--- src/rtl/axil_arb_2to1.sv ---
// Two-master to one-slave AXI4-Lite arbiter. The write and read paths each run their
// own round-robin FSM and allow one outstanding transaction per path.
module axil_arb_2to1 #(
    parameter int ADDR_W = 7,
    parameter int DATA_W = 32
) (
    input  logic                clk,
    input  logic                rst,

    input  logic [ADDR_W-1:0]   s0_axil_awaddr,
    input  logic                s0_axil_awvalid,
    output logic                s0_axil_awready,
    input  logic [DATA_W-1:0]   s0_axil_wdata,
    input  logic [DATA_W/8-1:0] s0_axil_wstrb,
    input  logic                s0_axil_wvalid,
    output logic                s0_axil_wready,
    output logic [1:0]          s0_axil_bresp,
    output logic                s0_axil_bvalid,
    input  logic                s0_axil_bready,
    input  logic [ADDR_W-1:0]   s0_axil_araddr,
    input  logic                s0_axil_arvalid,
    output logic                s0_axil_arready,
    output logic [DATA_W-1:0]   s0_axil_rdata,
    output logic [1:0]          s0_axil_rresp,
    output logic                s0_axil_rvalid,
    input  logic                s0_axil_rready,

    input  logic [ADDR_W-1:0]   s1_axil_awaddr,
    input  logic                s1_axil_awvalid,
    output logic                s1_axil_awready,
    input  logic [DATA_W-1:0]   s1_axil_wdata,
    input  logic [DATA_W/8-1:0] s1_axil_wstrb,
    input  logic                s1_axil_wvalid,
    output logic                s1_axil_wready,
    output logic [1:0]          s1_axil_bresp,
    output logic                s1_axil_bvalid,
    input  logic                s1_axil_bready,
    input  logic [ADDR_W-1:0]   s1_axil_araddr,
    input  logic                s1_axil_arvalid,
    output logic                s1_axil_arready,
    output logic [DATA_W-1:0]   s1_axil_rdata,
    output logic [1:0]          s1_axil_rresp,
    output logic                s1_axil_rvalid,
    input  logic                s1_axil_rready,

    output logic [ADDR_W-1:0]   m_axil_awaddr,
    output logic                m_axil_awvalid,
    input  logic                m_axil_awready,
    output logic [DATA_W-1:0]   m_axil_wdata,
    output logic [DATA_W/8-1:0] m_axil_wstrb,
    output logic                m_axil_wvalid,
    input  logic                m_axil_wready,
    input  logic [1:0]          m_axil_bresp,
    input  logic                m_axil_bvalid,
    output logic                m_axil_bready,
    output logic [ADDR_W-1:0]   m_axil_araddr,
    output logic                m_axil_arvalid,
    input  logic                m_axil_arready,
    input  logic [DATA_W-1:0]   m_axil_rdata,
    input  logic [1:0]          m_axil_rresp,
    input  logic                m_axil_rvalid,
    output logic                m_axil_rready,

    output logic                wr_grant,
    output logic                rd_grant
);

    typedef enum logic [1:0] {WIDLE, WADDR, WDATA, WRESP} wr_state_e;
    typedef enum logic [1:0] {RIDLE, RADDR, RDATA} rd_state_e;

    wr_state_e wr_state_q;
    rd_state_e rd_state_q;
    logic      wr_grant_q;
    logic      rd_grant_q;

    logic wr_addr_ph, wr_data_ph, wr_resp_ph;
    logic rd_addr_ph, rd_data_ph;

    assign wr_addr_ph = (wr_state_q == WADDR);
    assign wr_data_ph = (wr_state_q == WDATA);
    assign wr_resp_ph = (wr_state_q == WRESP);
    assign rd_addr_ph = (rd_state_q == RADDR);
    assign rd_data_ph = (rd_state_q == RDATA);

    assign wr_grant = wr_grant_q;
    assign rd_grant = rd_grant_q;

    // Write path: payloads follow the grant, handshake signals are gated by the phase
    // so that an early W beat from the granted master is held until WDATA.
    assign m_axil_awaddr   = wr_grant_q ? s1_axil_awaddr : s0_axil_awaddr;
    assign m_axil_awvalid  = wr_addr_ph & (wr_grant_q ? s1_axil_awvalid : s0_axil_awvalid);
    assign s0_axil_awready = wr_addr_ph & ~wr_grant_q & m_axil_awready;
    assign s1_axil_awready = wr_addr_ph &  wr_grant_q & m_axil_awready;

    assign m_axil_wdata    = wr_grant_q ? s1_axil_wdata : s0_axil_wdata;
    assign m_axil_wstrb    = wr_grant_q ? s1_axil_wstrb : s0_axil_wstrb;
    assign m_axil_wvalid   = wr_data_ph & (wr_grant_q ? s1_axil_wvalid : s0_axil_wvalid);
    assign s0_axil_wready  = wr_data_ph & ~wr_grant_q & m_axil_wready;
    assign s1_axil_wready  = wr_data_ph &  wr_grant_q & m_axil_wready;

    assign s0_axil_bresp   = m_axil_bresp;
    assign s1_axil_bresp   = m_axil_bresp;
    assign s0_axil_bvalid  = wr_resp_ph & ~wr_grant_q & m_axil_bvalid;
    assign s1_axil_bvalid  = wr_resp_ph &  wr_grant_q & m_axil_bvalid;
    assign m_axil_bready   = wr_resp_ph & (wr_grant_q ? s1_axil_bready : s0_axil_bready);

    assign m_axil_araddr   = rd_grant_q ? s1_axil_araddr : s0_axil_araddr;
    assign m_axil_arvalid  = rd_addr_ph & (rd_grant_q ? s1_axil_arvalid : s0_axil_arvalid);
    assign s0_axil_arready = rd_addr_ph & ~rd_grant_q & m_axil_arready;
    assign s1_axil_arready = rd_addr_ph &  rd_grant_q & m_axil_arready;

    assign s0_axil_rdata   = m_axil_rdata;
    assign s1_axil_rdata   = m_axil_rdata;
    assign s0_axil_rresp   = m_axil_rresp;
    assign s1_axil_rresp   = m_axil_rresp;
    assign s0_axil_rvalid  = rd_data_ph & ~rd_grant_q & m_axil_rvalid;
    assign s1_axil_rvalid  = rd_data_ph &  rd_grant_q & m_axil_rvalid;
    assign m_axil_rready   = rd_data_ph & (rd_grant_q ? s1_axil_rready : s0_axil_rready);

    // Arbitration in WIDLE: a lone requester takes the grant, contention flips it.
    always_ff @(posedge clk) begin
        if (rst) begin
            wr_state_q <= WIDLE;
            wr_grant_q <= 1'b1;
        end else begin
            case (wr_state_q)
                WIDLE: begin
                    if (s0_axil_awvalid | s1_axil_awvalid) begin
                        wr_grant_q <= (s0_axil_awvalid & s1_axil_awvalid) ? ~wr_grant_q
                                                                          : s1_axil_awvalid;
                        wr_state_q <= WADDR;
                    end
                end
                WADDR: if (m_axil_awvalid & m_axil_awready) wr_state_q <= WDATA;
                WDATA: if (m_axil_wvalid & m_axil_wready)   wr_state_q <= WRESP;
                WRESP: if (m_axil_bvalid & m_axil_bready)   wr_state_q <= WIDLE;
                default: wr_state_q <= WIDLE;
            endcase
        end
    end

    always_ff @(posedge clk) begin
        if (rst) begin
            rd_state_q <= RIDLE;
            rd_grant_q <= 1'b1;
        end else begin
            case (rd_state_q)
                RIDLE: begin
                    if (s0_axil_arvalid | s1_axil_arvalid) begin
                        rd_grant_q <= (s0_axil_arvalid & s1_axil_arvalid) ? ~rd_grant_q
                                                                          : s1_axil_arvalid;
                        rd_state_q <= RADDR;
                    end
                end
                RADDR: if (m_axil_arvalid & m_axil_arready) rd_state_q <= RDATA;
                RDATA: if (m_axil_rvalid & m_axil_rready)   rd_state_q <= RIDLE;
                default: rd_state_q <= RIDLE;
            endcase
        end
    end

endmodule
--- config.mk ---
export PLATFORM = sky130hd
export DESIGN_NAME = axil_arb_2to1
export DESIGN_NICKNAME = d
export VERILOG_FILES = /design/src/rtl/axil_arb_2to1.sv
export SDC_FILE = /design/constraint.sdc
export NUM_CORES = 1
export LEC_CHECK = 0
export CELL_PAD_IN_SITES_DETAIL_PLACEMENT = 0
export CELL_PAD_IN_SITES_GLOBAL_PLACEMENT = 1
export CORE_ASPECT_RATIO = 1.1
export CORE_UTILIZATION = 13
export DETAILED_ROUTE_END_ITERATION = 8
export GPL_TIMING_DRIVEN = 0
export HOLD_SLACK_MARGIN = 0.02
export PLACE_DENSITY_LB_ADDON = 0.05
export SLEW_MARGIN = 30
export SYNTH_ARGS = -nofsm -noshare
export SYNTH_HDL_FRONTEND = slang
export SYNTH_SLANG_ARGS = --single-unit
--- constraint.sdc ---
create_clock -name clk -period 2.7 [get_ports clk]
set_clock_uncertainty 0.2 [all_clocks]
set_input_delay 0.27 -clock clk [delete_from_list [all_inputs] [get_ports clk]]
set_output_delay 0.27 -clock clk [all_outputs]
set_load 0.01 [all_outputs]
# After elaboration in Yosys (flattened, before gate mapping)
# Cells that the tools add are included.
[op_classes] eq_ne=12 mux=20 bitwise_logic=36 reduce_logical=6
[op_table] cell="bitwise AND 1 bit" count=32
[op_table] cell="2-to-1 mux 32 bit" count=1
[op_table] cell="2-to-1 mux 2 bit" count=7
[op_table] cell="2-to-1 mux 7 bit" count=2
[op_table] cell="!= test 2 x 1 -> 1 bit (second input constant)" count=5
[op_table] cell="one-hot mux 2 bit (4 select lines)" count=1
[op_table] cell="2-to-1 mux 1 bit" count=7
[op_table] cell="equality test 2 bit (second input constant)" count=3
[op_table] cell="one-hot mux 2 bit (3 select lines)" count=1
[op_table] cell="equality test 2 x 1 -> 1 bit (second input constant)" count=2
[op_table] cell="zero test 2 bit" count=2
[op_table] cell="2-to-1 mux 4 bit" count=1
[op_table] cell="!= test 2 bit (second input constant)" count=2
[op_table] cell="AND reduction 2 bit" count=2
[op_table] cell="AND reduction 4 bit" count=1
[op_table] cell="AND reduction 3 bit" count=1
[op_table] cell="NOT 1 bit" count=2
[op_table] cell="OR 1 bit" count=2
[word_totals] reg_bits=6 in_bits=153 out_inout_bits=139

# Logic depth before layout (Yosys ltp)
# Gate-level depths: netlist of the first run.
[depth] ltp_word=5 mapped_depth=5 ltp_nobuf=5

# Worst setup path before layout of the first run
# Ideal clock, no wire load.
[synth_timing] path_type="flip-flop to output port" startpoint="register wr_grant_q (netlist: wr_grant)" endpoint="output m_axil_awaddr[0]" arrival_ps=1111 setup_slack_ps=1119 stages_incl_launch_ff=4 path_buffers=2 path_cell_list="dfxtp_1 -> buf_4 -> buf_2 -> mux2_2"
[synth_via] elab_chain_len=1
[synth_lines] element="start, declared" line_no="73" rtl="logic wr_grant_q;"
[synth_lines] element="start signal, assigned" line_no="129" rtl="wr_grant_q <= (s0_axil_awvalid & s1_axil_awvalid) ? ~wr_grant_q"
[synth_lines] element="2-to-1 mux 7 bit" line_no="90" rtl="assign m_axil_awaddr = wr_grant_q ? s1_axil_awaddr : s0_axil_awaddr;"
[synth_lines] element="end, declared" line_no="46" rtl="output logic [ADDR_W-1:0] m_axil_awaddr,"
# No other way between the ends.

# Worst setup path in the final report of the first run
[layout_timing] startpoint="register wr_grant_q (netlist: wr_grant)" endpoint="output m_axil_wdata[6]"
[layout_via] elab_chain_len=1
[layout_lines] element="2-to-1 mux 32 bit" line_no="95" rtl="assign m_axil_wdata = wr_grant_q ? s1_axil_wdata : s0_axil_wdata;"
[layout_lines] element="end, declared" line_no="49" rtl="output logic [DATA_W-1:0] m_axil_wdata,"
# No other way between the ends.

==> out/results.ini, run 1 <==
[outcome]
status=complete, no violations

[setup_path]
start_kind=register
cp-end-kind=primary output
path_class=register to primary output
reg2reg_depth=5
crit_path_max_fanout=10
cp.arrival_ps=1860
cp.required_ps=2230

[global_route]
grt_util_all_layers_pct=10.6
grt_pass1_wl_um=10800
antenna_found_initial=1
gr-total-overflow=0
first_global_vias=1991
grt_max_degree=11

[cts]
cts-root-buf=clkbuf_16
cts_tree=built
hold_buffers=0
postCtsSetupBuffers=0
numCtsBuffers=3
clkLatencyLatePin_ps=220
post_cts_resized=0
clk_pin_slew_worst_paths_ps=30
max-clock-path-buffers=2
cts_num_sinks=6
cts_max_level=1

[timing]
rsz0062_at_grt=no
timing.final.crit_share_pct=86.2
slew_viol_final=0
slew_headroom_pct=81.6
fin_crit_ps=2330
setup_viol=0
worstMarginPinSlew_ps=275
tns_ps=0
hold_viol=0
max_freq_ghz=0.430

[cells_and_area]
antennaDiodeCount=0
final_cell_mix=clkdlybuf4s50_1, buf_4, mux2_2
area_growth_pct=169
nets=617
stdcell_area_mm2=0.00450
mostFrequentLayoutCell=clkdlybuf4s50_1
drive_gt1_share_pct=29.8

[synthesis]
synth_nets=357
synthTopCellsByArea=mux2_2, buf_4, dfxtp_1
async_reset_ff_share_pct=0
synthCells=199
synth_edf_count=0
synth_seq_cells=6
ys.warnings.count=0
synth_top_cell_by_area=mux2_2
ys.flop_type=dfxtp_1
ys_seq_area_share_pct=7.17
syn-cell-area_mm2=0.00168
yosys.area.top_type_share_pct=33.6
synthDistinctLibCells=23
syn_area_per_cell_um2=8.42

[route]
vias=2224
drt_pass1_iterations=4
wire_per_inst_um=13.4
viasPerCell=3.62
drt-initial-drc-count=21
drt-total-wl_um=8210
drc=0
antenna_left=0

[floorplanning]
row_count=43
start_util_pct=13.3
die_area_mm2=0.0133
die_w_um=110
fp.dieH_um=121
io_pins=292
core_mm2=0.0126

[power_and_ir_drop]
p_total_mw=1.60
p_leak_nw=1.87
ir_drop_mv=0.234
power.density_mw_per_mm2=357

[placement]
dpl_cell_area_mm2=0.00442
hpwl_um=7390
io_buffer_count=255
place.gp.congestion=0.673

[worst_hold_path]
whs_path_depth=1
hold_path.class=register to register

[flow_run]
maxCapViolCount=0

==> path summary, 6_finish.rpt <==
kind	startpoint	endpoint	slack (ps)
setup / recovery	wr_grant$_SDFFE_PP1P_	m_axil_wdata[6]	370
hold reg to reg	rd_state_q[1]$_SDFFE_PP0P_	rd_state_q[0]$_SDFFE_PP0P_	290
setup reg to reg	wr_state_q[0]$_SDFFE_PP0P_	wr_state_q[1]$_SDFFE_PP0P_	1180
hold / removal	rd_state_q[1]$_SDFFE_PP0P_	rd_state_q[0]$_SDFFE_PP0P_	290
==> stage by stage <==
stage	hold WS [ps]	util, %	setup WS, ps	std cells
after floorplan	139	-	1120	199
after CTS	304	35.7	315	614
after detailed placement	298	35.1	559	611
after global routing	335	35.7	262	614
final	291	35.7	372	614
after global placement	292	35.1	555	611
==> worst max-delay path, cell delays in order (launching register included) <==
cell and delay (ps):
dfxtp_1 310, buf_4 180, buf_2 270, mux2_2 360
clkdlybuf4s50_1 500
==> kinds of logic (layout without fill, tap and decap cells) <==
family                     Yosys count  count (layout)  synth area share, %
muxes                               57              57                 37.8
buffers and inverters               86             344                 36.5
AOI/OAI and AO/OA                   11              11                 4.18
and+or+nand+nor                     34              34                 10.6
adders and majority gates            5               5                 3.73
DFF                                  6               6                 7.17
==> Yosys cell counts (3+ instances only) <==
| library cell | count |
|---|---|
| buf_2 | 6 |
| nand2_1 | 7 |
| mux2i_1 | 7 |
| inv_1 | 6 |
| dfxtp_1 | 6 |
| a21oi_1 | 3 |
| and3_1 | 5 |
| o21ai_1 | 3 |
| mux2_2 | 50 |
| nand2b_1 | 3 |
| ha_1 | 5 |
| nor2_1 | 7 |
| nor2b_1 | 7 |
| buf_4 | 73 |
==> layer usage <==
layer  routed length, µm  up-vias  part of all wire (%)  global-route usage, %
li1                    -     1112                     -                      -
met1                2800      968                    34                   10.9
met2                4430      144                    54                   21.5
met3                 976        0                    12                   3.22
met4                   0        0                     0                  0.247
met5                   0        -                     0                      0
==> registers in the layout, summed over array words and instances (netlist names) <==
signal,count
wr_state_q,2
rd_state_q,2
rd_grant,1
wr_grant,1
==> layout make-up <==
cell class	instances	area, µm²
multi-input cells	107	943
repair buffers	255	2550
flip-flops and latches	6	120
fillers	1303	8090
well taps	157	196
plain buffers	80	589
clock buffers	3	75.1
inverters	6	22.5
==> where the power goes <==
part / internal (mW) / leakage [nW] / total [mW] / switching, mW
clock: 0.190 / 0.0370 / 0.235 / 0.0456
combinational: 0.797 / 1.79 / 1.24 / 0.441
sequential: 0.111 / 0.0497 / 0.131 / 0.0201
No activity file was read; power rests on OpenSTA's default activity.
==> inputs of run 2 (changes only) <==
--- a/config.mk
+++ b/config.mk
@@ -8,6 +8,7 @@
 export CELL_PAD_IN_SITES_DETAIL_PLACEMENT = 0
 export CELL_PAD_IN_SITES_GLOBAL_PLACEMENT = 1
 export CORE_ASPECT_RATIO = 1.1
+export CORE_MARGIN = 1
 export CORE_UTILIZATION = 13
 export DETAILED_ROUTE_END_ITERATION = 8
 export GPL_TIMING_DRIVEN = 0
==> results of run 2 <==
The final DEF is identical to that of run 1; final timing and power are the same.
==> inputs of run 3 (changes only) <==
--- a/config.mk
+++ b/config.mk
@@ -14,6 +14,7 @@
 export GPL_TIMING_DRIVEN = 0
 export HOLD_SLACK_MARGIN = 0.02
 export PLACE_DENSITY_LB_ADDON = 0.05
+export SKIP_CTS_REPAIR_TIMING = 1
 export SLEW_MARGIN = 30
 export SYNTH_ARGS = -nofsm -noshare
 export SYNTH_HDL_FRONTEND = slang
==> results of run 3 <==
The final DEF is identical to that of run 1; final timing and power are the same.
==> variant, RTL diff (settings of run 2) <==
Make the reset (`rst`) asynchronous in 2 clocked blocks.
--- a/src/rtl/axil_arb_2to1.sv
+++ b/src/rtl/axil_arb_2to1.sv
@@ -119,5 +119,5 @@
 
     // Arbitration in WIDLE: a lone requester takes the grant, contention flips it.
-    always_ff @(posedge clk) begin
+    always_ff @(posedge clk or posedge rst) begin
         if (rst) begin
             wr_state_q <= WIDLE;
@@ -140,5 +140,5 @@
     end
 
-    always_ff @(posedge clk) begin
+    always_ff @(posedge clk or posedge rst) begin
         if (rst) begin
             rd_state_q <= RIDLE;
Behaviour: differs if rst is asserted again (counterexample within 4 cycles, from zero or initial values and one cycle with rst high); with rst held inactive, the same outputs for 10 cycles.
==> variant against run 2 <==
Global-route usage is 0.12 points lower; design area is 0.47% lower; combinational power is 60% higher; worst setup slack worse by 0.21 ns; sequential cell count stayed put; total power is 51% higher; fmax is 8.2% lower; routed wire length is 3.2% lower; non-clock buffer count is 1 lower; via count is 0.63% lower; area after synthesis is 0.90% lower; synthesized cell count is 2.5% lower; highest routed layer is now met4.
==> variant: results <==
{
  "pre_cts_ws_ns": 0.255,
  "cts_buffer_depth": 2,
  "outcome": "finished, final reports clean",
  "wire_per_inst_microns": 13.1,
  "io_buffers": 255,
  "antenna_found_initial": 0,
  "syn_nets": 352,
  "dr_total_vias": 2210,
  "leakagePower_nw": 1.88,
  "clk_latency_ns": 0.22,
  "grt_max_degree": 11,
  "vdd.ir_drop.worst_mv": 0.266,
  "start_kind": "register",
  "worstMarginPinSlew_ns": 0.211,
  "dp_hpwl_microns": 7120,
  "place_inst": 603,
  "first_global_vias": 2092,
  "numCtsBuffers": 3,
  "synth.distinct_cells": 24,
  "top_regs": "rd_state_q (2), wr_state_q (2)",
  "gp_congestion": 0.676,
  "wirelength_microns": 7940,
  "cts-root-buf": "clkbuf_16",
  "yosys_most_used_dff": "dfrtp_1",
  "cp.arrival_ns": 2.07,
  "avgSynthCellArea_sq_um": 8.56,
  "synthTopCellsByArea": "mux2_2 34%, buf_4 33%, dfrtp_1 6.0%, ha_1 3.8%, mux2i_1 3.6%",
  "htree_levels": 1,
  "async_reset_ff_share_pct": 100,
  "synth_common_cells": "73 x buf_4, 50 x mux2_2, 8 x inv_1, 8 x nor2_1",
  "ys_warn_count": 0,
  "drive_gt1_share_pct": 29.7,
  "drt-initial-drc-count": 34,
  "grt_usage_pct": 10.5,
  "seq_area_frac_synth_pct": 9.19,
  "p_switching_w": 0.000859,
  "hold_path_class": "in2async",
  "first_pass_iters": 4,
  "final_net_count": 611,
  "clkTransAtPathRegs_ns": 0.03,
  "worstPathMaxFanout": 10
}
variant: critical path: stages, from the launching register on:
cell	delay, ns
dfstp_2	0.52
buf_4	0.18
buf_2	0.27
mux2_2	0.36
clkdlybuf4s50_1	0.51
variant: layout make-up:
type,count,area (sq um)
Fill cell,1265,7770
Timing Repair Buffer,255,2550
Sequential cell,6,153
Clock buffer,3,75.1
Inverter,8,30.0
Buffer,79,578
Multi-Input combinational cell,100,897
Tap cell,154,193
variant: power groups by stage:
stage          Sequential [W]  Clock, W  Combinational [W]
2_1_floorplan        0.000187         0            0.00101
6_report             0.000202  0.000235            0.00199
4_1_cts              0.000188  0.000243            0.00205
5_1_grt              0.000214  0.000250            0.00215
3_3_place_gp         0.000190         0            0.00205
3_5_place_dp         0.000187         0            0.00205
variant: what timing repair did:
item | in CTS | in global routing
hold buffers | 0 | 0
endpoints found under the setup margin | 0 | 9
resized for setup | 0 | 2
variant: per-stage QoR:
step                      hold WS (ns)  util (%)  total power [W]  instance area [sq um]
after floorplan                 -0.140         -          0.00119                   1660
after global placement           0.296      36.0          0.00224                   4410
after detailed placement         0.286      36.0          0.00223                   4410
after CTS                       0.0694      36.6          0.00249                   4480
after global routing            0.0845      36.6          0.00261                   4480
final                           0.0601      36.6          0.00243                   4480
variant: logic make-up after synthesis:
group / share of synthesized area [%]
simple gates: 8.67
flops: 9.19
compound gates: 3.39
buf+inv: 36.8
mux: 38.2
fa+ha+maj: 3.77
variant: final timing paths:
path	depth (start not counted)	endpoint	slack [ns]	startpoint
setup reg to reg	5	wr_state_q[1]	0.85	wr_grant
hold / removal	2	rd_state_q[1]	0.06	rst
hold reg to reg	1	rd_state_q[0]	0.29	rd_state_q[1]
setup / recovery	4	m_axil_awaddr[3]	0.16	wr_grant
max in group asynchronous	2	wr_grant	1.98	rst
min in group clk	1	rd_state_q[0]	0.29	rd_state_q[1]
variant: metal layers:
metal  GRT usage, %  vias to the layer above  part of all wire (%)
met5              0                        -                     0
met4          0.667                        0                  0.43
met3           3.77                        2                    13
met2           22.2                      144                    56
met1           9.45                      970                    31
li1               -                     1094                     -
